File: config.mk
export PLATFORM = sky130hd
export DESIGN_NAME = spart_rx_flat
export DESIGN_NICKNAME = d
export VERILOG_FILES = /design/src/rtl/spart_rx_if.sv /design/src/rtl/spart_rx.sv /design/src/flat_wrapper.sv
export SDC_FILE = /design/constraint.sdc
export NUM_CORES = 1
export LEC_CHECK = 0
export CORE_MARGIN = 2
export CORE_UTILIZATION = 58
export CTS_CLUSTER_SIZE = 28
export DETAILED_ROUTE_END_ITERATION = 6
export PLACE_DENSITY = 0.83
export SLEW_MARGIN = 20
export SYNTH_ARGS = -nofsm -noshare
export SYNTH_HDL_FRONTEND = slang
export SYNTH_SLANG_ARGS = --single-unit
File: constraint.sdc
create_clock -name clk -period 4.72 [get_ports clk]
set_input_delay 0.472 -clock clk [delete_from_list [all_inputs] [get_ports clk]]
set_output_delay 0.472 -clock clk [all_outputs]
set_load 0.02 [all_outputs]
File: src/rtl/spart_rx_if.sv
// ---------------------------------------------------------------------------
// spart_rx_if -- bus-side signal bundle of the SPART receiver.
//
// Groups the receive-buffer read strobe and the buffer/status outputs that
// the bus decode block consumes.
//   rx_read     : one-clk pulse, bus decode -> receiver, consumes the buffer
//   rx_data     : last received byte
//   rda         : receive data available
//   framing_err : stop bit of the last byte sampled low
//   overrun     : a byte completed while rda was already set
//   rx_busy     : receiver FSM is not idle
//
// Modports:
//   master : bus decode side (drives rx_read, observes status)
//   slave  : receiver side (observes rx_read, drives status)
// ---------------------------------------------------------------------------
interface spart_rx_if #(
    parameter int DATA_BITS = 8
);
    logic                 rx_read;
    logic [DATA_BITS-1:0] rx_data;
    logic                 rda;
    logic                 framing_err;
    logic                 overrun;
    logic                 rx_busy;

    modport master (
        output rx_read,
        input  rx_data,
        input  rda,
        input  framing_err,
        input  overrun,
        input  rx_busy
    );

    modport slave (
        input  rx_read,
        output rx_data,
        output rda,
        output framing_err,
        output overrun,
        output rx_busy
    );
endinterface

File: src/rtl/spart_rx.sv
// ---------------------------------------------------------------------------
// spart_rx -- receive half of the SPART.
//
// Deserialises an 8N1 asynchronous frame arriving on RxD into a byte, using
// the rxEnable oversample tick from the baud generator, and holds the byte
// plus status flags until the bus side reads the receive buffer.
//
// Ports:
//   clk      : system clock, all state changes on the rising edge
//   rst      : synchronous, active-high reset
//   rxEnable : one-clk pulse at OVERSAMPLE x baud rate
//   RxD      : asynchronous serial input, idle high
//   bus      : spart_rx_if.slave (rx_read in; rx_data, rda, framing_err,
//              overrun, rx_busy out)
//
// Parameters:
//   OVERSAMPLE : rxEnable ticks per bit period (even, >= 4)
//   DATA_BITS  : data bits per frame, LSB first
// ---------------------------------------------------------------------------
module spart_rx #(
    parameter int OVERSAMPLE = 16,
    parameter int DATA_BITS  = 8
) (
    input  logic         clk,
    input  logic         rst,
    input  logic         rxEnable,
    input  logic         RxD,
    spart_rx_if.slave    bus
);

    localparam int TICK_W = $clog2(OVERSAMPLE);
    localparam int BIT_W  = $clog2(DATA_BITS + 1);

    // Start-bit centre is half a bit after the detecting tick; data and stop
    // samples are then a full bit period apart.
    localparam logic [TICK_W-1:0] HALF_LAST = TICK_W'(OVERSAMPLE / 2 - 1);
    localparam logic [TICK_W-1:0] FULL_LAST = TICK_W'(OVERSAMPLE - 1);
    localparam logic [BIT_W-1:0]  BIT_LAST  = BIT_W'(DATA_BITS - 1);

    typedef enum logic [1:0] {
        IDLE,
        START,
        DATA,
        STOP
    } state_t;

    state_t               state_reg;
    logic [1:0]           sync_reg;
    logic [DATA_BITS-1:0] shift_reg;
    logic [TICK_W-1:0]    tick_cnt_reg;
    logic [BIT_W-1:0]     bit_cnt_reg;
    logic [DATA_BITS-1:0] rx_data_reg;
    logic                 rda_reg;
    logic                 framing_err_reg;
    logic                 overrun_reg;
    logic                 rx_busy_reg;
    logic                 rxd_s;

    // Two-flop synchroniser; everything downstream samples rxd_s only.
    assign rxd_s = sync_reg[1];

    always_ff @(posedge clk) begin
        if (rst) begin
            state_reg       <= IDLE;
            sync_reg        <= '1;
            shift_reg       <= '1;
            tick_cnt_reg    <= '0;
            bit_cnt_reg     <= '0;
            rx_data_reg     <= '0;
            rda_reg         <= 1'b0;
            framing_err_reg <= 1'b0;
            overrun_reg     <= 1'b0;
            rx_busy_reg     <= 1'b0;
        end else begin
            sync_reg <= {sync_reg[0], RxD};

            // A read consumes the buffer. A completion on the same edge is
            // assigned further down and therefore takes precedence.
            if (bus.rx_read && rda_reg) begin
                rda_reg         <= 1'b0;
                overrun_reg     <= 1'b0;
                framing_err_reg <= 1'b0;
            end

            if (rxEnable) begin
                unique case (state_reg)
                    IDLE: begin
                        if (!rxd_s) begin
                            state_reg    <= START;
                            rx_busy_reg  <= 1'b1;
                            tick_cnt_reg <= '0;
                        end
                    end

                    START: begin
                        if (tick_cnt_reg == HALF_LAST) begin
                            if (!rxd_s) begin
                                state_reg    <= DATA;
                                tick_cnt_reg <= '0;
                                bit_cnt_reg  <= '0;
                            end else begin
                                // Line went high again before mid-start-bit:
                                // a glitch, not a frame.
                                state_reg   <= IDLE;
                                rx_busy_reg <= 1'b0;
                            end
                        end else begin
                            tick_cnt_reg <= tick_cnt_reg + 1'b1;
                        end
                    end

                    DATA: begin
                        if (tick_cnt_reg == FULL_LAST) begin
                            // Shift right so the first (LSB) bit ends at bit 0.
                            shift_reg    <= {rxd_s, shift_reg[DATA_BITS-1:1]};
                            tick_cnt_reg <= '0;
                            bit_cnt_reg  <= bit_cnt_reg + 1'b1;
                            if (bit_cnt_reg == BIT_LAST) begin
                                state_reg <= STOP;
                            end
                        end else begin
                            tick_cnt_reg <= tick_cnt_reg + 1'b1;
                        end
                    end

                    STOP: begin
                        if (tick_cnt_reg == FULL_LAST) begin
                            // Leave at mid-stop-bit so a following start
                            // edge is not missed.
                            state_reg       <= IDLE;
                            rx_busy_reg     <= 1'b0;
                            tick_cnt_reg    <= '0;
                            rx_data_reg     <= shift_reg;
                            rda_reg         <= 1'b1;
                            framing_err_reg <= ~rxd_s;
                            overrun_reg     <= rda_reg & ~bus.rx_read;
                        end else begin
                            tick_cnt_reg <= tick_cnt_reg + 1'b1;
                        end
                    end

                    default: begin
                        state_reg   <= IDLE;
                        rx_busy_reg <= 1'b0;
                    end
                endcase
            end
        end
    end

    assign bus.rx_data     = rx_data_reg;
    assign bus.rda         = rda_reg;
    assign bus.framing_err = framing_err_reg;
    assign bus.overrun     = overrun_reg;
    assign bus.rx_busy     = rx_busy_reg;

endmodule

File: src/flat_wrapper.sv
// flat-port wrapper written by rule: the top's interface ports become plain ports
module spart_rx_flat 
#(
    parameter int OVERSAMPLE = 16,
    parameter int DATA_BITS  = 8
)
  (clk, rst, rxEnable, RxD, bus_rx_read, bus_rx_data, bus_rda, bus_framing_err, bus_overrun, bus_rx_busy);
  spart_rx_if #(.DATA_BITS(DATA_BITS)) bus_i ();
  input  logic clk;
  input  logic rst;
  input  logic rxEnable;
  input  logic RxD;
  input wire logic [$bits(bus_i.rx_read)-1:0] bus_rx_read;
  output wire logic [$bits(bus_i.rx_data)-1:0] bus_rx_data;
  output wire logic [$bits(bus_i.rda)-1:0] bus_rda;
  output wire logic [$bits(bus_i.framing_err)-1:0] bus_framing_err;
  output wire logic [$bits(bus_i.overrun)-1:0] bus_overrun;
  output wire logic [$bits(bus_i.rx_busy)-1:0] bus_rx_busy;
  assign bus_i.rx_read = bus_rx_read;
  assign bus_rx_data = bus_i.rx_data;
  assign bus_rda = bus_i.rda;
  assign bus_framing_err = bus_i.framing_err;
  assign bus_overrun = bus_i.overrun;
  assign bus_rx_busy = bus_i.rx_busy;
  spart_rx #(.OVERSAMPLE(OVERSAMPLE), .DATA_BITS(DATA_BITS)) u_core (.clk(clk), .rst(rst), .rxEnable(rxEnable), .RxD(RxD), .bus(bus_i));
endmodule
==> impl_metrics.tcl, run 1 <==
set metrics [dict create \
    status "finished clean" \
    yosys_warnings 0 \
    cts_sinks 32 \
    fmax_mhz 468 \
    yosysTopAreaCell "dfxtp_1" \
    row_count 17 \
    detailed_place_hpwl_mm 1.82 \
    finalSetupViolCount 0 \
    track_usage_pct 21.9 \
    relSlewSlack_pct 55.6 \
    worst_pin_slew_ns 0.666 \
    grt_max_degree 33 \
    antenna_found_initial 0 \
    firstDrtPassIters 4 \
    syn_inst 146 \
    internal_power_uw 335 \
    worstPathRequired_ns 4.95 \
    postCtsResizedCells 0 \
    area_delta_synth_final_pct 13.5 \
    hp-class "flop to flop" \
    drt-wirelength-per-cell_um 14.2 \
    yosys.area.top_type_share_pct 45.7 \
    grt_pass1_wl_mm 4.39 \
    drive_gt1_share_pct 7.50 \
    synth_enable_flop_cells 0 \
    core_sq_um 2250 \
    power_frac_comb_pct 4.3 \
    yosysMostFrequentCell "dfxtp_1" \
    die_y_um 53.2 \
    drv_slew 0 \
    cts_tree "built" \
    gp_congestion 0.813 \
    yosys-top-cells-count "dfxtp_1, nor2_1, mux2i_1" \
    antenna_left 0 \
    maxCapViolCount 0 \
    die_w_um 53.2 \
    arrival_ns 2.36 \
    ctsLongestPathBuffers 2 \
    switching_power_uw 102 \
    postSynthAreaPerCell_sq_um 9.61 \
    slowest_delay_ns 0.61 \
    fin_nets 167 \
    finalHoldViolations 0 \
    io_pins 17 \
    ys_types 42 \
    io_buffers 16 \
    routed-via-count 1084 \
    skew_ns 0.00439 \
    rsz0062_at_grt "no" \
    async_flop_share_pct 0 \
    cts_hold_buffers 0 \
    root_buffer "clkbuf_4" \
    syn-num-nets 153 \
    tns_ns 0 \
    leakagePower_uw 0.000544 \
    vdd_drop_max_uv 193 \
    seq_area_frac_synth_pct 45.7 \
    synth_flop_cell "dfxtp_1" \
    p_seq_share_pct 63.3 \
    antenna_cells 0 \
    die_area_sq_um 2830 \
    final_core_util_pct 70.6 \
    period_share_pct 45.3 \
    end_kind "flop" \
    synth_seq_cells 32 \
    cts_max_level 2 \
    slowest_stage "nor3b_4" \
    drtIter0Drc 27 \
    power_density_nw_per_um2 275 \
    worst_setup_path_start_kind "primary input" \
    crit_type "primary input to flop" \
    cts_made_buffers 5 \
    drc 0 \
    sw_frac_of_total_pct 23.3 \
    path_cells "clkdlybuf4s50_1, nand4_4, nor3b_4, and2b_1, a211o_1" \
    postCtsSetupBuffers 0 \
    clkPwrFrac_pct 32.4 \
    start_util_pct 62.2 \
    gr-total-overflow 0 \
    wirelength_mm 2.66 \
    crit_fanout 18 \
    period_minus_slack_ns 2.14 \
    ys_top_cells_by_area "dfxtp_1, mux2i_1, a211o_1, nor2_1, and2b_1" \
    clock_latency_ns 0.33 \
    via_per_inst 5.77 \
    whs_ns 0.421 \
    netlist_area_sq_um 1400 \
    clkSlewWorstSetupHoldPaths_ns 0.09 \
    grt_pass1_vias 1015 \
]
logic make-up after synthesis:
logic type | Yosys count | share of synthesized area, %
simple gates | 56 | 23.3
flops | 32 | 45.7
compound gates | 31 | 16.1
buf+inv | 13 | 4.64
mux | 11 | 7.85
fa+ha+maj | 2 | 1.78
xor+xnor | 1 | 0.625
cells in the final DEF (no fill, tap or decap), types with 2 or more instances in the layout:
cell	n
dfxtp_1	32
nor2_1	17
clkdlybuf4s50_1	15
mux2i_1	11
a211o_1	9
nand2_1	8
a21oi_1	8
and2b_1	6
nand3_1	5
clkbuf_4	5
inv_1	4
a31oi_1	3
or2_2	2
and3_1	2
a311oi_1	2
nor2b_1	2
nand3b_1	2
ha_1	2
metal layers:
layer / vias to the layer above / global-route usage [%] / share of wire [%]
met5: - / 0 / 0
met4: 0 / 13.2 / 1.7
met3: 5 / 6.21 / 4.8
met2: 27 / 34.0 / 46
met1: 501 / 26.6 / 47
li1: 551 / - / -
final cells by class:
class                      count  area [sq um]
timing repair buffer          16           155
clock inverter                 1          5.00
fill                         201           663
tap                           28          35.0
sequential                    32           641
clock buffer                   6          41.3
inverter                       4          15.0
multi-input combinational    101           699
worst max-delay path: cells and delay by family:
kind	cells	cell delay [ns]
buffers and inverters	1	0.60
and+or+nand+nor	3	1.03
AOI/OAI and AO/OA	1	0.26
path summary, 6_finish.rpt:
check                                 startpoint                                to  slack [ns]  cells past startpoint
max                                     rxEnable  u_core.shift_reg[3]$_SDFFE_PP1P_        2.58                      5
min                u_core.sync_reg[0]$_SDFF_PP1_     u_core.sync_reg[1]$_SDFF_PP1_        0.42                      1
max reg2reg  u_core.tick_cnt_reg[0]$_SDFFE_PP0P_  u_core.shift_reg[3]$_SDFFE_PP1P_        2.60                      5
min reg2reg        u_core.sync_reg[0]$_SDFF_PP1_     u_core.sync_reg[1]$_SDFF_PP1_        0.42                      1
through the flow:
step | worst slack (ns) | area (sq um) | cells | total power, uW
floorplan | 3.07 | 1400 | 146 | 294
global placement | 2.17 | 1550 | 181 | 301
detailed placement | 2.04 | 1550 | 181 | 302
CTS | 2.38 | 1590 | 188 | 441
global route | 2.46 | 1590 | 188 | 452
finish | 2.58 | 1590 | 188 | 437
power groups by stage:
stage | Combinational [uW] | Clock (uW) | Sequential (uW)
after floorplan | 13.4 | 0 | 281
after global placement | 18.6 | 0 | 283
after detailed placement | 19.3 | 0 | 283
after CTS | 19.3 | 145 | 277
after global routing | 20.9 | 154 | 277
final | 18.9 | 142 | 277
Power figures use the tool's default switching activity.
==> inputs of run 2 (changes only) <==
CORE_UTILIZATION = 54   (was 58)
PLACE_DENSITY = 0.78   (was 0.83)
clock period = 2.05 ns   (was 4.72 ns; I/O delays follow)
==> run 2 against run 1 <==
- total power rose to 2.7 times the previous value
- utilization down 2.0 points
- non-clock buffer count grew 6
- sequential power grew 130%
- sequential share of layout area fell by 2.6 points
- cell area is 6.8% higher
- largest power group unchanged
==> impl_metrics.tcl, run 2 (same netlist as run 1, synthesis figures left out) <==
set metrics [dict create \
    period_minus_slack_ns 1.85 \
    antenna_cells 0 \
    core_sq_um 2480 \
    cts_tree "built" \
    crit_fanout 18 \
    gp_congestion 0.741 \
    vdd_drop_max_uv 569 \
    start_util_pct 56.6 \
    grt_pass1_wl_mm 4.04 \
    tns_ns 0 \
    gr-total-overflow 0 \
    cts_made_buffers 5 \
    layout_common_cells "dfxtp_1, nor2_1, clkdlybuf4s50_1" \
    worst_pin_slew_ns 0.569 \
    fin_nets 173 \
    worstPathRequired_ns 2.29 \
    drt-wirelength-per-cell_um 13.4 \
    slowest_delay_ns 0.39 \
    final_common_cell "dfxtp_1" \
    ctsLongestPathBuffers 2 \
    antenna_found_initial 0 \
    die_area_sq_um 3020 \
    row_count 18 \
    area_delta_synth_final_pct 21.2 \
    arrival_ns 2.09 \
    worst_setup_path_start_kind "flop" \
    finalPower_uw 1170 \
    finalSetupViolCount 0 \
    root_buffer "clkbuf_4" \
    postCtsSetupBuffers 0 \
    cts_max_level 2 \
    drv_slew 0 \
    die_y_um 55.0 \
    slowest_stage "dfxtp_1" \
    die_w_um 55.0 \
    end_kind "flop" \
    firstDrtPassIters 4 \
    io_pins 17 \
    skew_ns 0.00991 \
    cts_hold_buffers 0 \
    cp_num_buf_inv 1 \
    antenna_left 0 \
    leakagePower_uw 0.000593 \
    io_buffers 16 \
    clock_latency_ns 0.35 \
    routed-via-count 1105 \
    via_per_inst 5.61 \
    grt_max_degree 19 \
    postCtsResizedCells 0 \
    cts_sinks 32 \
    detailed_place_hpwl_mm 1.80 \
    track_usage_pct 20.2 \
    drtIter0Drc 14 \
    period_share_pct 90.1 \
    grt_pass1_vias 926 \
    wirelength_mm 2.65 \
    rsz0062_at_grt "no" \
    finalHoldViolations 0 \
    crit_type "flop to flop" \
    relSlewSlack_pct 61.5 \
    power_density_nw_per_um2 691 \
    maxCapViolCount 0 \
    path_cells "ha_1, nand4_4, nor3b_4, buf_12, and2b_1, a211o_1" \
    clkSlewWorstSetupHoldPaths_ns 0.11 \
    drive_gt1_share_pct 10.8 \
    drc 0 \
    status "finished clean" \
    hp-class "primary input to flop" \
    fmax_mhz 541 \
    crit_family "simple AND/OR/NAND/NOR gates" \
]
run 2: cell count changes in the layout (fill, tap and decap cells not counted):
| cell | previous run | this run |
|---|---|---|
| buf_12 | 0 | 2 |
| buf_2 | 1 | 0 |
| buf_4 | 0 | 4 |
| bufinv_16 | 0 | 1 |
| clkbuf_1 | 1 | 0 |
| clkdlybuf4s50_1 | 15 | 16 |
| clkinvlp_4 | 0 | 1 |
| nor2_1 | 17 | 18 |
| nor2_2 | 1 | 0 |
run 2: final cells by class:
cell class              instances  area (sq um)
fillers                       213           777
multi-input cells             101           697
flip-flops and latches         32           641
repair buffers                 22           230
clock inverters                 3          42.5
clock buffers                   5          37.5
well taps                      30          37.5
inverters                       4          15.0
run 2: final timing paths:
kind | from | endpoint | slack [ns] | depth (start not counted)
setup reg to reg | u_core.tick_cnt_reg[0]$_SDFFE_PP0P_ | u_core.shift_reg[6]$_SDFFE_PP1P_ | 0.20 | 6
setup / recovery | u_core.tick_cnt_reg[0]$_SDFFE_PP0P_ | u_core.shift_reg[6]$_SDFFE_PP1P_ | 0.20 | 6
hold reg to reg | u_core.sync_reg[0]$_SDFF_PP1_ | u_core.sync_reg[1]$_SDFF_PP1_ | 0.42 | 1
hold / removal | RxD | u_core.sync_reg[0]$_SDFF_PP1_ | 0.41 | 2
run 2: stage by stage:
stage,utilization [%],instance area [sq um],setup WS (ns),cells,hold slack [ns]
floorplan,-,1400,0.404,146,0.296
global placement,65.4,1620,0.231,189,0.397
detailed placement,65.4,1620,0.188,189,0.394
CTS,68.6,1700,0.194,197,0.400
global route,68.6,1700,0.0799,197,0.406
finish,68.6,1700,0.202,197,0.409
run 2: power by group:
part	switching, uW	leakage, uW	total (uW)	internal (uW)
Combinational	24.6	0.000293	47.8	23.2
Sequential	8.27	0.000259	636	628
Clock	236	0.0000412	490	254
Total	269	0.000593	1170	906
run 2: routing by layer:
layer	share of wire (%)	track usage [%]
met4	2.3	12.2
met5	0	0
met2	48	32.7
met3	5.1	8.06
met1	45	22.2
==> inputs of run 3 (changes only) <==
TNS_END_PERCENT = 100   (was unset)
==> results of run 3 <==
The final DEF is identical to that of run 2; final timing and power are the same.
